File: src/rtl/syn_vcortex_sram_arb_pkg.sv
`default_nettype none
// +----------------------------------------------------------------------------+
// | Module   : syn_vcortex_pkg                                                 |
// | Purpose  : Shared types and constants for the vcortex pixel-SRAM arbiter:  |
// |            requester indices, sequencer state encoding, SRAM widths.       |
// | Ports    : none (package)                                                  |
// | Revision : 1.0 - initial release                                           |
// +----------------------------------------------------------------------------+
package syn_vcortex_pkg;

   localparam int unsigned c_SRAM_ADDR_W = 18;
   localparam int unsigned c_SRAM_DATA_W = 16;

   // Requester slot numbering on the req/ack vectors.
   typedef enum logic [1:0] {
      REQ_VGA = 2'd0,
      REQ_GPU = 2'd1,
      REQ_LB  = 2'd2
   } req_id_e;

   // SRAM cycle sequencer states.
   typedef enum logic [1:0] {
      ST_IDLE = 2'd0,
      ST_RD   = 2'd1,
      ST_WR1  = 2'd2,
      ST_WR2  = 2'd3
   } state_e;

endpackage : syn_vcortex_pkg
`default_nettype wire

File: src/rtl/syn_vcortex_sram_arb_rr.sv
`default_nettype none
// +----------------------------------------------------------------------------+
// | Module   : syn_rr_arb2                                                     |
// | Purpose  : Two-way round-robin picker with a registered 1-bit pointer.     |
// |            Bit 0 is preferred out of reset; after a grant the pointer      |
// |            moves to favour the other requester.                            |
// | Ports    : clk, rst (async, active-high)                                   |
// |            req_i[1:0] requests, en_i slot open, gnt_o[1:0] one-hot grant   |
// | Revision : 1.0 - initial release                                           |
// +----------------------------------------------------------------------------+
module syn_rr_arb2 (
   input  logic       clk,
   input  logic       rst,
   input  logic [1:0] req_i,
   input  logic       en_i,
   output logic [1:0] gnt_o
);

   // ptr_q = 0 favours req_i[0], ptr_q = 1 favours req_i[1].
   logic ptr_q;
   logic ptr_d;

   always_comb begin
      gnt_o = 2'b00;
      if (en_i) begin
         if (!ptr_q) begin
            if (req_i[0])      gnt_o = 2'b01;
            else if (req_i[1]) gnt_o = 2'b10;
         end else begin
            if (req_i[1])      gnt_o = 2'b10;
            else if (req_i[0]) gnt_o = 2'b01;
         end
      end
      ptr_d = ptr_q;
      if (gnt_o[0])      ptr_d = 1'b1;
      else if (gnt_o[1]) ptr_d = 1'b0;
   end

   always_ff @(posedge clk or posedge rst) begin
      if (rst) ptr_q <= 1'b0;
      else     ptr_q <= ptr_d;
   end

endmodule : syn_rr_arb2
`default_nettype wire

File: src/rtl/syn_vcortex_sram_arb.sv
`default_nettype none
// +----------------------------------------------------------------------------+
// | Module   : syn_vcortex_sram_arb                                            |
// | Purpose  : Shares the external pixel SRAM between VGA fetch (0), GPU (1)   |
// |            and local-bus host (2). Converts req/ack transactions into      |
// |            timed SRAM read (1 cycle) and write (2 cycle) sequences and     |
// |            returns read data tagged with a one-hot requester strobe.       |
// | Ports    : sys_clk_50, sys_rst (async, active-high)                        |
// |            req_i/wr_i/addr_i/wdata_i/be_i  requester side, index = id      |
// |            ack_o one-hot grant, rd_valid_o/rdata_o read return             |
// |            sram_* pins: address, write data, drive enable, read data,      |
// |            active-low ce/oe/we/lb/ub strobes                               |
// | Options  : SYN_VCORTEX_SRAM_ARB_STARVE_CNT_EN - after STARVE_LIMIT         |
// |            consecutive VGA grants with GPU/LB waiting, one slot is handed  |
// |            to the round-robin winner. Undefined: strict VGA priority.      |
// | Revision : 1.0 - initial release                                           |
// +----------------------------------------------------------------------------+
module syn_vcortex_sram_arb
   import syn_vcortex_pkg::*;
#(
   parameter int unsigned SRAM_ADDR_W  = c_SRAM_ADDR_W,
   parameter int unsigned SRAM_DATA_W  = c_SRAM_DATA_W,
   parameter int unsigned STARVE_LIMIT = 8
) (
   input  logic                        sys_clk_50,
   input  logic                        sys_rst,
   input  logic [2:0]                  req_i,
   input  logic [2:0]                  wr_i,
   input  logic [2:0][SRAM_ADDR_W-1:0] addr_i,
   input  logic [2:0][SRAM_DATA_W-1:0] wdata_i,
   input  logic [2:0][1:0]             be_i,
   output logic [2:0]                  ack_o,
   output logic [2:0]                  rd_valid_o,
   output logic [SRAM_DATA_W-1:0]      rdata_o,
   output logic [SRAM_ADDR_W-1:0]      sram_addr_o,
   output logic [SRAM_DATA_W-1:0]      sram_wdata_o,
   output logic                        sram_dq_oe_o,
   input  logic [SRAM_DATA_W-1:0]      sram_rdata_i,
   output logic                        sram_ce_n_o,
   output logic                        sram_oe_n_o,
   output logic                        sram_we_n_o,
   output logic                        sram_lb_n_o,
   output logic                        sram_ub_n_o
);

   state_e                 state_q, state_d;
   logic                   ready_q;
   logic [SRAM_ADDR_W-1:0] addr_q, addr_d;
   logic [SRAM_DATA_W-1:0] wdata_q, wdata_d;
   logic                   dq_oe_q, dq_oe_d;
   logic                   ce_n_q, ce_n_d;
   logic                   oe_n_q, oe_n_d;
   logic                   we_n_q, we_n_d;
   logic                   lb_n_q, lb_n_d;
   logic                   ub_n_q, ub_n_d;
   logic [2:0]             rd_id_q, rd_id_d;
   logic [2:0]             rd_valid_q, rd_valid_d;
   logic [SRAM_DATA_W-1:0] rdata_q, rdata_d;

   logic                   w_slot;
   logic                   w_oth_req;
   logic                   w_force;
   logic                   w_vga_win;
   logic [1:0]             w_rr_gnt;
   logic [SRAM_ADDR_W-1:0] w_sel_addr;
   logic [SRAM_DATA_W-1:0] w_sel_wdata;
   logic [1:0]             w_sel_be;
   logic                   w_sel_wr;
   logic                   w_unused;

   // WR1 is the only state that cannot accept a new cycle; ready_q keeps
   // acks off for the first cycle after reset release.
   assign w_slot    = ready_q && (state_q != ST_WR1);
   assign w_oth_req = req_i[REQ_GPU] | req_i[REQ_LB];

`ifdef SYN_VCORTEX_SRAM_ARB_STARVE_CNT_EN
   localparam int unsigned c_CNT_W = $clog2(STARVE_LIMIT + 1);
   logic [c_CNT_W-1:0] starve_cnt_q, starve_cnt_d;

   assign w_force = (starve_cnt_q >= c_CNT_W'(STARVE_LIMIT)) && w_oth_req;

   // Counts VGA grants that happened while someone else was waiting.
   always_comb begin
      starve_cnt_d = starve_cnt_q;
      if (!w_oth_req) begin
         starve_cnt_d = '0;
      end else if (ack_o[REQ_VGA]) begin
         if (starve_cnt_q < c_CNT_W'(STARVE_LIMIT)) starve_cnt_d = starve_cnt_q + 1'b1;
      end else if (ack_o[REQ_GPU] || ack_o[REQ_LB]) begin
         starve_cnt_d = '0;
      end
   end

   always_ff @(posedge sys_clk_50 or posedge sys_rst) begin
      if (sys_rst) starve_cnt_q <= '0;
      else         starve_cnt_q <= starve_cnt_d;
   end
`else
   assign w_force = 1'b0;
`endif

   assign w_vga_win = w_slot && req_i[REQ_VGA] && !w_force;

   syn_rr_arb2 u_rr (
      .clk   (sys_clk_50),
      .rst   (sys_rst),
      .req_i ({req_i[REQ_LB], req_i[REQ_GPU]}),
      .en_i  (w_slot && !w_vga_win),
      .gnt_o (w_rr_gnt)
   );

   assign ack_o = {w_rr_gnt, w_vga_win};

   // VGA's write bit is ignored: it only ever reads.
   assign w_unused = wr_i[REQ_VGA] ^ (STARVE_LIMIT == 0);

   // One-hot mux of the granted requester's transaction.
   always_comb begin
      w_sel_addr  = '0;
      w_sel_wdata = '0;
      w_sel_be    = '0;
      w_sel_wr    = 1'b0;
      for (int i = 0; i < 3; i++) begin
         if (ack_o[i]) begin
            w_sel_addr  = addr_i[i];
            w_sel_wdata = wdata_i[i];
            w_sel_be    = be_i[i];
            w_sel_wr    = (i != 0) && wr_i[i];
         end
      end
   end

   always_comb begin
      state_d    = state_q;
      addr_d     = addr_q;
      wdata_d    = wdata_q;
      dq_oe_d    = dq_oe_q;
      ce_n_d     = ce_n_q;
      oe_n_d     = oe_n_q;
      we_n_d     = we_n_q;
      lb_n_d     = lb_n_q;
      ub_n_d     = ub_n_q;
      rd_id_d    = '0;
      rd_valid_d = '0;
      rdata_d    = rdata_q;

      // Read data is captured at the end of the RD cycle and tagged with the
      // requester id recorded at grant time.
      if (state_q == ST_RD) begin
         rd_valid_d = rd_id_q;
         rdata_d    = sram_rdata_i;
      end

      if (state_q == ST_WR1) begin
         // Release we_n while keeping address/data/drive for hold time.
         state_d = ST_WR2;
         we_n_d  = 1'b1;
      end else if (|ack_o) begin
         addr_d = w_sel_addr;
         lb_n_d = ~w_sel_be[0];
         ub_n_d = ~w_sel_be[1];
         ce_n_d = 1'b0;
         if (w_sel_wr) begin
            state_d = ST_WR1;
            wdata_d = w_sel_wdata;
            we_n_d  = 1'b0;
            oe_n_d  = 1'b1;
            dq_oe_d = 1'b1;
         end else begin
            // dq_oe drops on the same edge oe_n falls, so a read after a
            // write never sees both drivers enabled.
            state_d = ST_RD;
            oe_n_d  = 1'b0;
            we_n_d  = 1'b1;
            dq_oe_d = 1'b0;
            rd_id_d = ack_o;
         end
      end else begin
         state_d = ST_IDLE;
         ce_n_d  = 1'b1;
         oe_n_d  = 1'b1;
         we_n_d  = 1'b1;
         lb_n_d  = 1'b1;
         ub_n_d  = 1'b1;
         dq_oe_d = 1'b0;
      end
   end

   always_ff @(posedge sys_clk_50 or posedge sys_rst) begin
      if (sys_rst) begin
         state_q    <= ST_IDLE;
         ready_q    <= 1'b0;
         addr_q     <= '0;
         wdata_q    <= '0;
         dq_oe_q    <= 1'b0;
         ce_n_q     <= 1'b1;
         oe_n_q     <= 1'b1;
         we_n_q     <= 1'b1;
         lb_n_q     <= 1'b1;
         ub_n_q     <= 1'b1;
         rd_id_q    <= '0;
         rd_valid_q <= '0;
         rdata_q    <= '0;
      end else begin
         state_q    <= state_d;
         ready_q    <= 1'b1;
         addr_q     <= addr_d;
         wdata_q    <= wdata_d;
         dq_oe_q    <= dq_oe_d;
         ce_n_q     <= ce_n_d;
         oe_n_q     <= oe_n_d;
         we_n_q     <= we_n_d;
         lb_n_q     <= lb_n_d;
         ub_n_q     <= ub_n_d;
         rd_id_q    <= rd_id_d;
         rd_valid_q <= rd_valid_d;
         rdata_q    <= rdata_d;
      end
   end

   assign rd_valid_o   = rd_valid_q;
   assign rdata_o      = rdata_q;
   assign sram_addr_o  = addr_q;
   assign sram_wdata_o = wdata_q;
   assign sram_dq_oe_o = dq_oe_q;
   assign sram_ce_n_o  = ce_n_q;
   assign sram_oe_n_o  = oe_n_q;
   assign sram_we_n_o  = we_n_q;
   assign sram_lb_n_o  = lb_n_q;
   assign sram_ub_n_o  = ub_n_q;

endmodule : syn_vcortex_sram_arb
`default_nettype wire

File: config.mk
export PLATFORM = sky130hd
export DESIGN_NAME = syn_vcortex_sram_arb
export DESIGN_NICKNAME = d
export VERILOG_FILES = /design/src/rtl/syn_vcortex_sram_arb_pkg.sv /design/src/rtl/syn_vcortex_sram_arb_rr.sv /design/src/rtl/syn_vcortex_sram_arb.sv
export SDC_FILE = /design/constraint.sdc
export NUM_CORES = 1
export LEC_CHECK = 0
export ABC_AREA = 0
export BUFFER_PORTS_ARGS = -buffer_cell sky130_fd_sc_hd__buf_2
export CAP_MARGIN = 20
export CELL_PAD_IN_SITES_DETAIL_PLACEMENT = 1
export CELL_PAD_IN_SITES_GLOBAL_PLACEMENT = 2
export CORE_MARGIN = 2
export CORE_UTILIZATION = 24
export DETAILED_ROUTE_END_ITERATION = 10
export PLACE_DENSITY_LB_ADDON = 0.25
export RECOVER_POWER = 25
export SLEW_MARGIN = 20
export SYNTH_ARGS = -nofsm -noshare
export SYNTH_HDL_FRONTEND = slang
export SYNTH_SLANG_ARGS = --single-unit
File: constraint.sdc
create_clock -name sys_clk_50 -period 2.2 [get_ports sys_clk_50]
set_input_delay 0 -clock sys_clk_50 [delete_from_list [all_inputs] [get_ports sys_clk_50]]
set_output_delay 0 -clock sys_clk_50 [all_outputs]
set_load 0.03 [all_outputs]
**After elaboration in Yosys (flattened, before gate mapping)**

Index checks and enable logic that the tools add are counted.

- Word-level logic and storage cells: 63
- Bits of input ports: 132
- Flip-flop bits (word level): 66
- Output and inout port bits: 62

- Eq/ne operators: 3
- Mux-type cells: 35
- Bitwise gates (word level): 3
- Reductions and logical operators: 8

Operators with widths:

| kind | number |
|---|---|
| two-way mux 18 bit | 3 |
| two-way mux 16 bit | 3 |
| two-way mux 2 bit | 11 |
| two-way mux 1 bit | 14 |
| two-way mux 3 bit | 4 |
| logical AND 1 bit | 3 |
| inverter 1 bit | 3 |
| AND reduction 3 bit | 1 |
| OR reduction 3 bit | 1 |
| equality test 2 x 1 -> 1 bit (second input constant) | 1 |
| equality test 2 bit (second input constant) | 1 |
| inequality test 2 bit (second input constant) | 1 |
| AND reduction 2 bit | 1 |
| nonzero test 2 bit | 1 |
| logical NOT 1 bit | 1 |

**Depth between registers and ports, before layout**

Gate-level depths: netlist of the first run.

- Depth after elaboration: 11
- Mapped depth: 7
- Mapped depth without buffers: 5

**Hierarchy**

Synthesis of the first run repeated with hierarchy kept, for this count alone.

- Cell total of the unflattened synthesis: 281
- Area total of the unflattened synthesis: 3,215.6 um^2

By module, submodules not included:

| module | area an instance (um^2) | seq. area each (um^2) | cells an instance | times used |
|---|---|---|---|---|
| syn_vcortex_sram_arb | 3,143.0 | 1,632.8 | 271 | 1 |
| syn_rr_arb2 | 72.6 | 25.0 | 10 | 1 |

**Least setup slack after synthesis of the first run**

OpenSTA, ideal clock, no wires.

- Kind: reg-to-reg
- Start: register state_q[0]
- End: register wdata_q[15], in the netlist sram_wdata_o[15]
- Buffers on the path: 2
- Clock period less this slack: 1.535 ns
- Data required time: 2.070 ns
- Stages on the path, launching flop included: 7
- Arrival time: 1.405 ns
- Setup time: 0.130 ns
- Setup slack: 0.665 ns
- Path through: dfrtp_1 > nand2b_2 > and3_1 > buf_2 > buf_2 > a221oi_1 > o31ai_2

- Word-level cells in the longest chain between the ends: 9
- Elaborated cells on any way between the ends: 15
- Those cells by class: eq/ne (2); mux (6); bitwise (1); reduce/logical (6)

RTL lines:

| item | line | text |
|---|---|---|
| from (decl) | syn_vcortex_sram_arb.sv:46 | `state_e state_q, state_d;` |
| from (signal assigned) | syn_vcortex_sram_arb.sv:205 | `state_q <= state_d;` |
| inequality test 2 bit | syn_vcortex_sram_arb.sv:73 | `assign w_slot = ready_q && (state_q != ST_WR1);` |
| logical AND 1 bit | syn_vcortex_sram_arb.sv:73 |  |
| logical AND 1 bit | syn_vcortex_sram_arb.sv:102 | `assign w_vga_win = w_slot && req_i[REQ_VGA] && !w_force;` |
| logical NOT 1 bit | syn_vcortex_sram_arb.sv:108 | `.en_i (w_slot && !w_vga_win),` |
| logical AND 1 bit | syn_vcortex_sram_arb.sv:108 |  |
| two-way mux 2 bit | syn_vcortex_sram_arb_rr.sv:25 | `if (en_i) begin` |
| two-way mux 1 bit (2 in series) | syn_vcortex_sram_arb.sv:124 | `if (ack_o[i]) begin` |
| AND reduction 3 bit (no line) | -- |  |
| to (signal assigned) | syn_vcortex_sram_arb.sv:208 | `wdata_q <= wdata_d;` |
| to (decl) | syn_vcortex_sram_arb.sv:49 | `logic [SRAM_DATA_W-1:0] wdata_q, wdata_d;` |

Parallel ways exist; a longest one is shown, timed or not.
A chain may end at the register's enable or synchronous reset.

**Worst setup path in the final report of the first run**

- Start: register u_rr.ptr_q
- End: register addr_q[8], in the netlist sram_addr_o[8]

- Word-level cells in the longest chain between the ends: 4
- Elaborated cells on any way between the ends: 6
- Those cells by class: mux (4); reduce/logical (2)

RTL lines:

| item | line | text |
|---|---|---|
| from (decl) | syn_vcortex_sram_arb_rr.sv:20 | `logic ptr_q;` |
| from (signal assigned) | syn_vcortex_sram_arb_rr.sv:41 | `else ptr_q <= ptr_d;` |
| two-way mux 2 bit (*) | syn_vcortex_sram_arb_rr.sv:26 | `if (!ptr_q) begin` |
| two-way mux 2 bit (*) | syn_vcortex_sram_arb_rr.sv:25 |  |
| OR reduction 3 bit / two-way mux 18 bit (equally long branches) | syn_vcortex_sram_arb.sv:158, syn_vcortex_sram_arb.sv:124 |  |
| AND reduction 2 bit (no line) / two-way mux 18 bit (equally long branches) | -- |  |
| to (signal assigned) | syn_vcortex_sram_arb.sv:207 | `addr_q <= addr_d;` |
| to (decl) | syn_vcortex_sram_arb.sv:48 | `logic [SRAM_ADDR_W-1:0] addr_q, addr_d;` |

Every way passes the cells marked *; elsewhere a longest branch is shown, timed or not.

==> reports/results.tsv, run 1 <==
metric	value	unit
vias_per_cell	4.680	
p_leak	0.002555	µW
io_buffers	192	
grtUsageMet1	19.89	%
synth_mux_area_share	5.928	%
hold_viol_final	0	
start_util	24.38	%
syn_area	0.003039	mm²
area_growth	76.16	%
place_hpwl	7.828	mm
place_inst	624	
final_nets	681	
worstMarginPinSlew	0.9469	ns
grt_pass1_vias	3612	
fin_skew	0.007837	ns
synth_fa_ha_area_share	0	%
cts_buffers	9	
vias	3398	
grt-busiest-layer	met2	
rsz0062_at_grt	no	
route.detailed.drc	0	
ys_seq_area_share	54.55	%
maxCapViolCount	0	
cts_sinks	66	
htree_levels	3	
fp.dieH	116.5	µm
synth-compound-area-share	27.79	%
cts_buffer_depth	2	
diodes	0	
clkTransAtPathRegs	0.05	ns
period_needed	1.982	ns
relSlewSlack	36.72	%
cp.arrival	2.16	ns
min_path_type	in -> reg	
synth_top_family_by_area	compound AO/OA/AOI/OAI gates	
synthSimpleGateAreaFrac	6.752	%
crit_type	reg -> reg	
use_met3	3.633	%
syn_inst	273	
core	0.01247	mm²
die_width	116.5	µm
io_pins	194	
layout_setup_ws	0.2180	ns
first_iter_violations	123	
min_period_over_period	90.09	%
required	2.38	ns
synth_cell_type_count	34	
ant_nets	0	
avgSynthCellArea	11.13	µm²
place_congestion	0.6872	
row_count	41	
timing.final.max_slew_violations	0	
cts.root.buffer_cell	clkbuf_16	
crit_path_start_kind	register	
dieArea	0.01358	mm²
layout-drive-gt1-share	45.85	%
drt-total-wl	11.84	mm
post_cts_buffers	0	
instances_no_fill	726	
setup-violations-final	0	
cp-end-kind	register	
ys.warnings.count	0	
power_per_cell_area	944.7	mW/mm²
grtUsageMet2	33.41	%
grtUsageTotal	17.77	%
grt_pass1_wl	18.26	mm
place_ws	0.3623	ns
dr.pass1.iters	4	
cts_tree	built	
synth_xor_area_share	0	%
antenna_found_initial	0	
overflow	0	
grt_max_degree	38	
wl_per_cell	16.30	µm
ys_ff_latch	66	
final_util	42.95	%
fmax	504.6	MHz
status	completed	
ir_drop	0.3101	mV
crit_fanout	25	
syn_nets	405	
clk_latency	0.32	ns
setup_tns	0	ns
what timing repair did:
item,4_1_cts,5_1_grt
hold buffers,86,0
gates resized for setup,0,0
hold endpoints to repair,113,0
registers in the layout (all words and copies together), names as in the netlist, 2 cells and up:
name,count
sram_addr_o,18
sram_wdata_o,16
rdata_o,16
rd_valid_o,3
state_q,2
rd_id_q,3
cells by family (layout without fill, tap and decap cells):
group,count (synthesis),in the layout
AOI/OAI and AO/OA,115,115
DFF,66,66
other,1,1
muxes,16,16
buffers and inverters,31,312
and+or+nand+nor,44,44
layout make-up:
class                      instances  area (µm²)
inverter                           5       18.77
multi-input combinational        176        1251
tap                              172       215.2
sequential                        66        1658
clock buffer                      11       242.7
clock inverter                     5       53.80
fill                            1437        7112
timing repair buffer             291        1914
where the power goes:
part           leakage, µW  switching, µW  internal (µW)
combinational      0.00160           1210            737
sequential        0.000808            157           1540
clock             0.000149            512            903
total              0.00255           1880           3180
cell usage after synthesis, drive strengths merged:
master | number | share of area, %
a31oi | 2 | 0.41
dfrtp | 61 | 50
and2 | 3 | 0.62
o21a | 1 | 0.25
nor2b | 1 | 0.21
o22a | 1 | 0.29
a21boi | 1 | 0.37
dfstp | 5 | 4.3
conb | 1 | 0.12
o31ai | 16 | 5.1
nand2b | 5 | 1.1
and2b | 1 | 0.25
a22oi | 38 | 9.4
inv | 5 | 0.62
mux2 | 16 | 5.9
clkbuf | 12 | 1.5
o2bb2ai | 1 | 0.29
a32oi | 1 | 0.54
o311ai | 1 | 0.29
nor3 | 1 | 0.16
nor2 | 24 | 3.0
and3 | 3 | 0.62
a21o | 2 | 0.49
a221oi | 16 | 4.6
nand2 | 6 | 0.74
buf | 14 | 2.8
o21ai | 35 | 5.8
routing by layer:
| layer | vias to the layer above | part of all wire, % |
|---|---|---|
| met5 | - | 0 |
| met4 | 0 | 1.2 |
| met3 | 10 | 5.5 |
| met2 | 118 | 54 |
| met1 | 1690 | 39 |
| li1 | 1580 | - |
worst max-delay path, stage by stage, from the launching register on:
cell and delay (ns):
dfrtp_1 0.40, nand2b_1 0.20, and2_1 0.19, buf_4 0.22, a22oi_1 0.15, dlygate4sd3_1 0.58, o21ai_0 0.09
final timing paths:
check | from | depth (start not counted) | to | slack [ns]
setup / recovery | u_rr.ptr_q$_DFFE_PP0P_ | 6 | sram_addr_o[8]$_DFFE_PP0P_ | 0.22
hold / removal | addr_i[33] | 3 | sram_addr_o[15]$_DFFE_PP0P_ | 0.004
setup reg to reg | u_rr.ptr_q$_DFFE_PP0P_ | 6 | sram_addr_o[8]$_DFFE_PP0P_ | 0.22
hold reg to reg | rd_id_q[1]$_DFF_PP0_ | 2 | rd_valid_o[1]$_DFF_PP0_ | 0.47
max in group asynchronous | sys_rst | 4 | sram_wdata_o[1]$_DFFE_PP0P_ | 1.11
min in group asynchronous | sys_rst | 4 | sram_addr_o[17]$_DFFE_PP0P_ | 0.48
cells in the final DEF, fill, tap and decap left out, types with 2 or more instances in the layout:
master | Yosys | routed
a21o_1 | 2 | 2
and2_1 | 3 | 3
a31oi_1 | 2 | 2
nor2_1 | 23 | 23
buf_2 | 10 | 192
clkbuf_2 | 0 | 2
nand2b_1 | 4 | 4
a22oi_1 | 38 | 38
clkinv_2 | 0 | 3
dlygate4sd3_1 | 0 | 86
dfstp_2 | 5 | 5
o31ai_2 | 7 | 7
buf_4 | 3 | 11
o21ai_0 | 33 | 33
o31ai_1 | 9 | 9
and3_1 | 3 | 3
a221oi_1 | 16 | 16
mux2_2 | 16 | 16
dfrtp_1 | 61 | 61
inv_1 | 4 | 4
nand2_1 | 6 | 6
clkbuf_16 | 0 | 9
o21ai_1 | 2 | 2
through the flow:
step / area [µm²] / hold WS (ns) / total power (µW)
4_1_cts: 5359 / 0.0009956 / 5135
5_1_grt: 5354 / 0.01836 / 5355
3_5_place_dp: 4202 / 0.1207 / 3530
3_3_place_gp: 4202 / 0.1165 / 3487
2_1_floorplan: 3039 / 0.07347 / 2888
6_report: 5354 / 0.003794 / 5058
Note: power is estimated with default switching activity, not from simulation.
==> inputs of run 2 (changes only) <==
- ABC_CLOCK_PERIOD_IN_PS: default -> 2200
- PLACE_DENSITY_LB_ADDON: 0.25 -> 0.1
- REMOVE_ABC_BUFFERS: default -> 1
==> run 2 against run 1 <==
Effect of this change: via count shrank 2.8%; largest cell class unchanged; highest routed layer unchanged; global-route usage shrank 0.58 points; clock skew up 0.0018 ns.
==> reports/results.tsv, run 2 (synthesis results as in run 1) <==
metric	value	unit
clk_latency	0.33	ns
dieArea	0.01358	mm²
fin_skew	0.009664	ns
grtUsageTotal	17.19	%
place_hpwl	7.738	mm
power_frac_comb	38.6	%
multi_input_area	0.001246	mm²
first_iter_violations	130	
pwr-share-clk	27.6	%
cts.root.buffer_cell	clkbuf_16	
overflow	0	
status	completed	
final_common_cell	buf_2	
ir_drop	0.3140	mV
crit_type	reg -> reg	
layout-drive-gt1-share	42.51	%
worstMarginPinSlew	0.7867	ns
core	0.01247	mm²
die_width	116.5	µm
dr.pass1.iters	4	
fp.dieH	116.5	µm
crit_path_start_kind	register	
p_int	3041	µW
setup_tns	0	ns
dr.max_layer_used	met4	
maxCapViolCount	0	
place_ws	0.4641	ns
cts_sinks	66	
power_per_cell_area	965.8	mW/mm²
antenna_found_initial	0	
switching_share	39.31	%
layout_setup_ws	0.1350	ns
largest_reg_flops	18	
pwr-share-seq	33.8	%
relSlewSlack	47.55	%
setup-violations-final	0	
start_util	24.38	%
drt-total-wl	11.60	mm
route.detailed.drc	0	
fmax	484.3	MHz
htree_levels	3	
fillCellCount	1462	
cts_buffers	9	
io_pins	194	
cp.arrival	2.28	ns
place_congestion	0.7282	
timing.final.max_slew_violations	0	
diodes	0	
dr_wl_met2	5.680	mm
cp-end-kind	register	
grt_pass1_wl	17.91	mm
vias	3303	
rsz0062_at_grt	no	
min_path_type	in -> reg	
met1_length	4.975	mm
min_period_over_period	93.86	%
cts_buffer_depth	2	
seq_area	0.001658	mm²
area_growth	70.69	%
cts_tree	built	
hold_viol_final	0	
wl_met3	861	µm
vias_per_cell	4.633	
p_leak	0.002435	µW
clkTransAtPathRegs	0.07	ns
io_buffers	192	
required	2.41	ns
period_needed	2.065	ns
row_count	41	
switchingPower	1969	µW
wl_per_cell	16.27	µm
grt_max_degree	53	
mostFrequentLayoutCells	buf_2, dlygate4sd3_1, dfrtp_1	
grt_pass1_vias	3476	
crit_fanout	21	
ant_nets	0	
final_nets	668	
## run 2: worst paths after layout
check                      cells past startpoint                           to                  from  slack [ns]
setup / recovery                               6   sram_addr_o[1]$_DFFE_PP0P_  state_q[0]$_DFF_PP0_        0.13
hold / removal                                 3       u_rr.ptr_q$_DFFE_PP0P_              req_i[2]        0.03
setup reg to reg                               6   sram_addr_o[1]$_DFFE_PP0P_  state_q[0]$_DFF_PP0_        0.13
hold reg to reg                                2      rd_valid_o[2]$_DFF_PP0_  rd_id_q[2]$_DFF_PP0_        0.47
max in group asynchronous                      4  sram_wdata_o[9]$_DFFE_PP0P_               sys_rst        0.67
min in group asynchronous                      3       rdata_o[1]$_DFFE_PP0N_               sys_rst        0.28
## run 2: critical path, cell delays in order, from the launching register on
cell and delay [ns]:
dfrtp_1 0.39, nand2b_4 0.21, and3_1 0.22, buf_4 0.22
a22oi_1 0.22, o21ai_0 0.11, dlygate4sd3_1 0.56
## run 2: power groups by stage
| stage | Combinational [µW] | Clock, µW | Sequential, µW |
|---|---|---|---|
| 6_report | 1930 | 1380 | 1690 |
| 5_1_grt | 2090 | 1490 | 1740 |
| 4_1_cts | 1990 | 1440 | 1690 |
| 3_5_place_dp | 1810 | 0 | 1710 |
| 3_3_place_gp | 1790 | 0 | 1700 |
| 2_1_floorplan | 536 | 0 | 2310 |
## run 2: timing repair
item | in CTS | in global routing
hold buffers | 74 | 0
resized for setup | 0 | 2
setup endpoints to repair | 0 | 19
hold endpoints to repair | 67 | 0
setup buffers | 0 | 0
## run 2: cell type report
cell class / instances / area share, %
Sequential cell: 66 / 31.96
Tap cell: 172 / 4.149
Timing Repair Buffer: 278 / 34.03
Clock buffer: 9 / 4.342
Multi-Input combinational cell: 176 / 24.02
Clock inverter: 7 / 1.134
Inverter: 5 / 0.3618
## run 2: routing by layer
metal	GRT usage (%)	up-vias
met5	0	-
met4	3.608	0
met3	4.515	7
met2	29.73	130
met1	21.73	1609
li1	-	1557
## run 2: through the flow
step                cell area [µm²]  power (µW)  hold WS (ns)  instances  utilization [%]
floorplan                      2910        2849       0.07347        247                -
global placement               4197        3487      -0.01016        623            33.66
detailed placement             4197        3525      -0.01080        623            33.66
CTS                            5221        5120       0.01550        713            41.89
global route                   5187        5321       0.05408        713            41.61
finish                         5187        5010       0.02689        713            41.61
==> inputs of run 3 (changes only) <==
- ABC_CLOCK_PERIOD_IN_PS: 2200 -> 2500
- CORE_UTILIZATION: 24 -> 26
- clock period: 2.2 -> 2.5 ns (I/O delays scaled with it)
==> run 3 against run 2 <==
Effect of this change: power shrank 7.5%; clock skew shrank 0.0045 ns; die area shrank 7.4%; global-route usage grew 2.1 points; largest power group unchanged; worst hold slack gained 0.0072 ns; via count grew 2.5%; non-clock buffer count grew 12; design area grew 3.3%; wire length grew 2.8%.
==> reports/results.tsv, run 3 (synthesis results as in run 1) <==
metric	value	unit
worstMarginPinSlew	1.149	ns
hold_viol_final	0	
route.detailed.drc	0	
layout-drive-gt1-share	41.77	%
vias	3385	
cp-end-kind	register	
cts_tree	built	
grt_max_degree	41	
setup-violations-final	0	
final_nets	680	
finalPower	4636	µW
path_cells	nand2b_2, and3_2, buf_4, a22oi_1, o21ai_0, dlygate4sd3_1	
crit_path_start_kind	register	
min_path_type	in -> reg	
status	completed	
cts_buffers	9	
relSlewSlack	23.32	%
htree_levels	3	
area_growth	76.25	%
row_count	39	
io_pins	194	
slowest_stage	dlygate4sd3_1	
hold_slack	0.03410	ns
clkTransAtPathRegs	0.05	ns
diodes	0	
fmax	465.3	MHz
p_leak	0.002514	µW
required	2.71	ns
die_width	112.1	µm
antenna_found_initial	0	
period_needed	2.149	ns
first_iter_violations	101	
grt_pass1_wl	19.29	mm
io_buffers	192	
power_per_cell_area	865.6	mW/mm²
grtUsageTotal	19.32	%
min_period_over_period	85.96	%
post_cts_buffers	0	
crit_type	reg -> reg	
dieArea	0.01257	mm²
clk_latency	0.33	ns
setup_tns	0	ns
drt-total-wl	11.92	mm
crit_fanout	24	
overflow	0	
ir_drop	0.3585	mV
core	0.01142	mm²
fin_skew	0.005165	ns
rsz0062_at_grt	no	
cts_buffer_depth	2	
maxCapViolCount	0	
fp.dieH	112.1	µm
wl_per_cell	17.13	µm
start_util	26.62	%
grt_pass1_vias	3788	
vias_per_cell	4.864	
place_hpwl	7.715	mm
cts_sinks	66	
cp.arrival	2.36	ns
timing.final.max_slew_violations	0	
place_congestion	0.7212	
largest_reg_flops	18	
crit_path_max_incr_delay	0.56	ns
mostFrequentLayoutCells	buf_2, dlygate4sd3_1, dfrtp_1	
final_common_cell	buf_2	
ant_nets	0	
dr.pass1.iters	4	
cts.root.buffer_cell	clkbuf_16	
## run 3: changes by cell type in the layout (fill, tap and decap cells not counted), sizes merged
cell / delta
buf: +1
dlygate4sd3: +14
clkinvlp: -1
clkbuf: -1
bufinv: +3
inv: -4
## run 3: worst paths after layout
check | depth (start not counted) | slack (ns) | end | from
min in group asynchronous | 3 | 0.51 | sram_wdata_o[0]$_DFFE_PP0P_ | sys_rst
max in group asynchronous | 4 | 1.12 | sram_we_n_o$_DFF_PP1_ | sys_rst
worst max register to register | 6 | 0.35 | sram_addr_o[16]$_DFFE_PP0P_ | state_q[0]$_DFF_PP0_
worst min register to register | 2 | 0.47 | rd_valid_o[0]$_DFF_PP0_ | rd_id_q[0]$_DFF_PP0_
worst max-delay path | 6 | 0.35 | sram_addr_o[16]$_DFFE_PP0P_ | state_q[0]$_DFF_PP0_
worst min-delay path | 3 | 0.03 | u_rr.ptr_q$_DFFE_PP0P_ | req_i[2]
## run 3: worst max-delay path, delay by kind of cell (launching register included)
kind,cells,cell delay [ns]
buf+inv,2,0.83
simple gates,2,0.49
flops,1,0.38
compound gates,2,0.32
## run 3: stage by stage
step	instance area, µm²	worst slack [ns]	cells	util (%)
after floorplan	2910	0.6169	247	-
after global placement	4155	0.4538	592	36.39
after detailed placement	4155	0.3952	592	36.39
after CTS	5381	0.1264	696	47.13
after global routing	5356	0.1737	696	46.91
final	5356	0.3510	696	46.91
## run 3: metal layers
layer | vias up | share of wire, % | global-route usage, %
li1 | 1579 | - | -
met1 | 1654 | 42 | 23.48
met2 | 137 | 50 | 33.61
met3 | 15 | 6.7 | 5.022
met4 | 0 | 1.4 | 6.016
met5 | - | 0 | 0
## run 3: layout make-up
type                       instances  area, µm²
clock inverter                     5      102.6
timing repair buffer             290       1902
inverter                           5      18.77
tap                              143      178.9
multi-input combinational        176       1254
fill                            1329       6062
sequential                        66       1658
clock buffer                      11      242.7
## run 3: what timing repair did
item | CTS | global route
resized for setup | 0 | 2
endpoints found under the setup margin | 0 | 4
hold buffers | 88 | 0
hold endpoints to repair | 79 | 0
## run 3: where the power goes
| part | leakage [µW] | total (µW) | switching (µW) | internal (µW) |
|---|---|---|---|---|
| clock network | 0.000166 | 1470 | 470 | 1000 |
| registers | 0.000808 | 1490 | 134 | 1350 |
| logic | 0.00154 | 1680 | 1070 | 607 |
